File: config.mk
export PLATFORM = sky130hd
export DESIGN_NAME = gene_seq_tx
export DESIGN_NICKNAME = d
export VERILOG_FILES = /design/src/rtl/gene_seq_tx.sv
export SDC_FILE = /design/constraint.sdc
export NUM_CORES = 1
export LEC_CHECK = 0
export ABC_AREA = 1
export CORE_MARGIN = 2
export CORE_UTILIZATION = 56
export DETAILED_ROUTE_END_ITERATION = 8
export PLACE_DENSITY = 0.86
export SYNTH_ARGS = -nofsm -noshare
export SYNTH_HDL_FRONTEND = slang
export SYNTH_SLANG_ARGS = --single-unit
File: constraint.sdc
create_clock -name clk -period 3.2 [get_ports clk]
set_clock_uncertainty 0.15 [all_clocks]
set_input_delay 0.32 -clock clk [delete_from_list [all_inputs] [get_ports clk]]
set_output_delay 0.32 -clock clk [all_outputs]
set_load 0.005 [all_outputs]
File: src/rtl/gene_seq_tx.sv
`default_nettype none
// =============================================================================
// Module   : gene_seq_tx
// Brief    : Byte FIFO plus 2-bit base unpacker that streams a sequence of
//            seq_len bases on a valid/ready interface with first/last flags.
// Revision : 1.0 - initial release
// =============================================================================
module gene_seq_tx #(
    parameter int FIFO_DEPTH = 4,
    parameter int LEN_W      = 8
) (
    input  logic                          clk,
    input  logic                          rst,
    input  logic [7:0]                    wr_data,
    input  logic                          wr_valid,
    output logic                          wr_ready,
    input  logic                          start,
    input  logic [LEN_W-1:0]              seq_len,
    output logic [1:0]                    base,
    output logic                          base_valid,
    input  logic                          base_ready,
    output logic                          base_first,
    output logic                          base_last,
    output logic                          busy,
    output logic                          done,
    output logic [$clog2(FIFO_DEPTH):0]   fifo_level
);

    localparam int               c_AW    = $clog2(FIFO_DEPTH);
    localparam logic [c_AW:0]    c_DEPTH = (c_AW + 1)'(FIFO_DEPTH);

    localparam logic [1:0] c_IDLE = 2'd0;
    localparam logic [1:0] c_SEND = 2'd1;
    localparam logic [1:0] c_DONE = 2'd2;

    logic [7:0]       r_mem [FIFO_DEPTH];
    logic [c_AW-1:0]  r_wr_ptr;
    logic [c_AW-1:0]  r_rd_ptr;
    logic [c_AW:0]    r_count;
    logic             w_full;
    logic             w_empty;
    logic             w_push;
    logic             w_pop;

    logic [1:0]       r_state;
    logic [1:0]       w_state_nxt;
    logic [7:0]       r_byte;
    logic [1:0]       r_idx;
    logic             r_loaded;
    logic [LEN_W-1:0] r_remaining;
    logic             r_first_pend;
    logic             w_start_ok;
    logic             w_hs;
    logic             w_last_hs;

    assign w_full     = (r_count == c_DEPTH);
    assign w_empty    = (r_count == '0);
    assign w_push     = wr_valid && !w_full;
    assign wr_ready   = !w_full;
    assign fifo_level = r_count;

    assign w_start_ok = (r_state == c_IDLE) && start && (seq_len != '0);
    assign base_valid = r_loaded && (r_state == c_SEND);
    assign w_hs       = base_valid && base_ready;
    assign w_last_hs  = w_hs && (r_remaining == LEN_W'(1));
    assign base       = r_byte[2*r_idx +: 2];
    assign base_first = base_valid && r_first_pend;
    assign base_last  = base_valid && (r_remaining == LEN_W'(1));
    assign busy       = (r_state != c_IDLE);
    assign done       = (r_state == c_DONE);

    // Refill when empty-handed, or back-to-back on the final base of a byte;
    // the last base of a sequence never pulls in another byte.
    assign w_pop = (r_state == c_SEND) && !w_empty &&
                   (!r_loaded || (w_hs && (r_idx == 2'd3) && !w_last_hs));

    always_ff @(posedge clk) begin
        if (w_push) begin
            r_mem[r_wr_ptr] <= wr_data;
        end
    end

    always_ff @(posedge clk) begin
        if (rst) begin
            r_wr_ptr <= '0;
            r_rd_ptr <= '0;
            r_count  <= '0;
        end else begin
            if (w_push) begin
                r_wr_ptr <= r_wr_ptr + 1'b1;
            end
            if (w_pop) begin
                r_rd_ptr <= r_rd_ptr + 1'b1;
            end
            case ({w_push, w_pop})
                2'b10:   r_count <= r_count + 1'b1;
                2'b01:   r_count <= r_count - 1'b1;
                default: r_count <= r_count;
            endcase
        end
    end

    always_ff @(posedge clk) begin
        if (rst) begin
            r_state <= c_IDLE;
        end else begin
            r_state <= w_state_nxt;
        end
    end

    always_comb begin
        w_state_nxt = r_state;
        case (r_state)
            c_IDLE:  if (w_start_ok) w_state_nxt = c_SEND;
            c_SEND:  if (w_last_hs)  w_state_nxt = c_DONE;
            c_DONE:  w_state_nxt = c_IDLE;
            default: w_state_nxt = c_IDLE;
        endcase
    end

    always_ff @(posedge clk) begin
        if (rst) begin
            r_byte       <= '0;
            r_idx        <= '0;
            r_loaded     <= 1'b0;
            r_remaining  <= '0;
            r_first_pend <= 1'b0;
        end else begin
            if (w_start_ok) begin
                r_remaining  <= seq_len;
                r_first_pend <= 1'b1;
            end
            if (w_pop) begin
                r_byte   <= r_mem[r_rd_ptr];
                r_idx    <= '0;
                r_loaded <= 1'b1;
            end else if (w_hs) begin
                // Ending mid-byte drops the rest so the next sequence is byte-aligned.
                if (w_last_hs || (r_idx == 2'd3)) begin
                    r_loaded <= 1'b0;
                end else begin
                    r_idx <= r_idx + 1'b1;
                end
            end
            if (w_hs) begin
                r_remaining  <= r_remaining - LEN_W'(1);
                r_first_pend <= 1'b0;
            end
        end
    end

endmodule
`default_nettype wire

==> metrics.md <==
| Metric | Value |
|---|---|
| Antenna violations before repair | 0 |
| Largest net degree at the start of global routing | 20 |
| Power Total | between 1.5 and 2 mW |
| Unrepaired setup endpoints after global routing | no |
| Top FF cell, synth | edfxtp_1 |
| Int Pwr | 1.30 mW |
| Die W | 76.1 µm |
| Syn avg cell area | 8.62 µm² |
| WHS Path Cells | 1 |
| Sequential Power Share | approximately half |
| Post-cts hold buffer count | 0 |
| # Max-Cap Violations | 0 |
| DRC viols | 0 |
| Met1 Use GR | 24.4% |
| Non-filler instance count after layout | 449 |
| Proportion of layout cells with a drive suffix above 1 | 10.0% |
| Unique masters post-synth | 31 |
| Combinational share of power | 17.5% |
| CTS max path bufs | 2 |
| I/O Pins | 32 |
| N_diodes | 0 |
| Number of fill cells in the layout | 426 |
| Met3 Usage GRT | 8.41% |
| # rows | 26 |
| FF-to-FF End | fifo_level[2]$_SDFFE_PP0P_ |
| Kind of critical path | flop to primary output |
| Clock Latency Late Sink | 350 ps |
| First-pass GRT wire length | 10,000 µm |
| Final TNS setup | 0 ps |
| EDFF count, synth | 32 |
| Final period utilization | 77.1% |
| Total gr overflow | 0 |
| Worst rel slew slack | approximately 47% |
| Number of global-route vias before repair | 2,238 |
| Die area | 5790 µm² |
| Tightest Pin Transition | 793 ps |
| Area Overhead vs Synth | 18.3% |
| GPL Wtd Cong | between 0.8 and 0.9 |
| Post-route ant nets | 0 |
| Post-CTS Resized | 0 |
| TritonCTS clock tree | done |
| Final Core Density | about two thirds |
| Register area share after synthesis | a little over half |
| Fin area | 3450 µm² |
| Pleak | approximately 1.4 nW |
| Hold path endpoint | fifo_level[0]$_SDFFE_PP0P_ |
| Clk root buf | clkbuf_8 |
| Wire per inst | 13.2 µm |
| Fin. max-slew vios | 0 |
| Worst-path clk slew | 70 ps |
| GRT Util Overall | a little under a quarter |
| Yosys reg bits | roughly 60 |
| Detailed Place HPWL | 4190 µm |
| CTS Buf Count | 9 |
| Clk sink count | 61 |
| Outcome | finished clean |
| Tmin final | around 2500 ps |
| DR pass1 iterations | 4 |
| First DRT Iteration DRCs | 95 |
| Fin. Hold Viols | 0 |
| Ys async rst share | 0% |
| Maximum VDD drop | 489 µV |
| Net Count, Synth | 368 |
| Clock share of power | between 30% and 40% |
| P per Cell Area | 538 nW/µm² |
| Ys Warns | 0 |
| Grt met2 use | approximately two fifths |
| Die Y | 76.1 µm |
| CP Launch Type | flop |
| Number of port buffers | 31 |
| WP data arrival | roughly 2000 ps |
| Switching Fraction | just under 30% |
| Initial Util | 57.4% |
| R2r startpoint | r_idx[0]$_SDFFE_PP0P_ |
| DRT Wirelength | 5920 µm |
| Fin nets | 404 |
| Worst hold path type | flop to flop |
| Crit end category | primary output |
| Worst hold start | fifo_level[0]$_SDFFE_PP0P_ |
| Flop2flop setup slack | 850 ps |
| Vias/cell | 5.13 |
| Setup repair bufs after CTS | 0 |
| Placed cell count | around 430 |
| H-tree depth | 3 |
| Final setup fails | 0 |
| Worst Path Required | 2730 ps |
| CORE AREA | 5070 µm² |
| Area post-placement | 3270 µm² |
| Synth Instances | 338 |
| Vias | 2,302 |
| Max Clock Freq | 0.405 GHz |
| Crit-path max FO | 5 |
| Worst R2R Path Depth | 12 |
| Most frequent cells in the layout | nor2_1, nand2_1, inv_1 |
| Sw Pwr | 0.549 mW |
| Most common cell after layout, fill and taps aside | nor2_1 |
| GRT busiest layer | met2 |
| Syn Std Cell Area | 2910 µm² |
## worst max-delay path, cell delays in order, from the launching register on
cell	delay (ps)
dfxtp_1	310
inv_1	110
ha_1	160
inv_1	50
nor3_2	200
nand2_1	190
nor2_1	120
clkdlybuf4s50_1	500
## power groups by stage
stage	registers (mW)	logic [mW]	clock network [mW]
floorplan	0.934	0.225	0
global placement	0.946	0.310	0
detailed placement	0.948	0.322	0
CTS	0.931	0.325	0.616
global route	0.938	0.372	0.648
finish	0.931	0.324	0.598
## state kept, by name, indices dropped and copies added (netlist names)
name          flops
r_mem            32
r_byte            8
r_remaining       8
fifo_level        3
r_idx             2
r_rd_ptr          2
r_state           2
r_wr_ptr          2
r_first_pend      1
r_loaded          1
## cell usage after synthesis, types with 2 or more instances
master	number	area share [%]
inv_2	2	0.26
nor2_4	2	0.77
a21oi_2	2	0.60
nand2_1	51	6.6
nand3_1	26	4.5
a21oi_1	21	3.6
nand2_2	4	0.86
buf_6	2	0.77
nor2_2	3	0.64
dfxtp_1	29	20
nand3_2	2	0.69
nor2_1	58	7.5
ha_1	8	3.4
buf_2	4	0.69
inv_1	42	5.4
o21ai_0	27	4.6
edfxtp_1	32	33
o22ai_1	8	1.7
nand4_1	3	0.64
## stage by stage
step	hold slack, ps	setup WS [ps]
3_3_place_gp	307	713
2_1_floorplan	269	931
4_1_cts	341	711
6_report	337	732
5_1_grt	368	583
3_5_place_dp	327	598
## kinds of logic after synthesis
family	after synthesis	share of synthesized area [%]
AOI/OAI and AO/OA	60	11.4
and+or+nand+nor	156	24.2
adders and majority gates	9	4.12
buffers and inverters	52	7.39
DFF	61	52.9
## per-layer routing
layer	vias up	share of wire [%]
met5	-	0
met4	0	1.6
met3	9	4.0
met2	41	52
met1	1059	43
li1	1193	-
## worst max-delay path by stage
stage / start / end / slack (ps) / cells after the start
global route: r_remaining[1]$_SDFFE_PP0P_ / base_last / 580 / 7
detailed placement: base_ready / fifo_level[2]$_SDFFE_PP0P_ / 600 / 12
finish: r_remaining[1]$_SDFFE_PP0P_ / base_last / 730 / 7
floorplan: r_idx[0]$_SDFFE_PP0P_ / fifo_level[2]$_SDFFE_PP0P_ / 930 / 13
global placement: base_ready / fifo_level[2]$_SDFFE_PP0P_ / 710 / 12
CTS: r_remaining[1]$_SDFFE_PP0P_ / base_last / 710 / 7
## final cells by class
| type | count | area (µm²) | area share (%) |
|---|---|---|---|
| inverter | 45 | 169 | 4.90 |
| clock inverter | 7 | 51.3 | 1.49 |
| timing repair buffer | 32 | 318 | 9.22 |
| clock buffer | 9 | 124 | 3.59 |
| multi-input combinational | 225 | 1160 | 33.5 |
| tap | 70 | 87.6 | 2.54 |
| sequential | 61 | 1540 | 44.7 |
(Power assumes the default switching activity.)
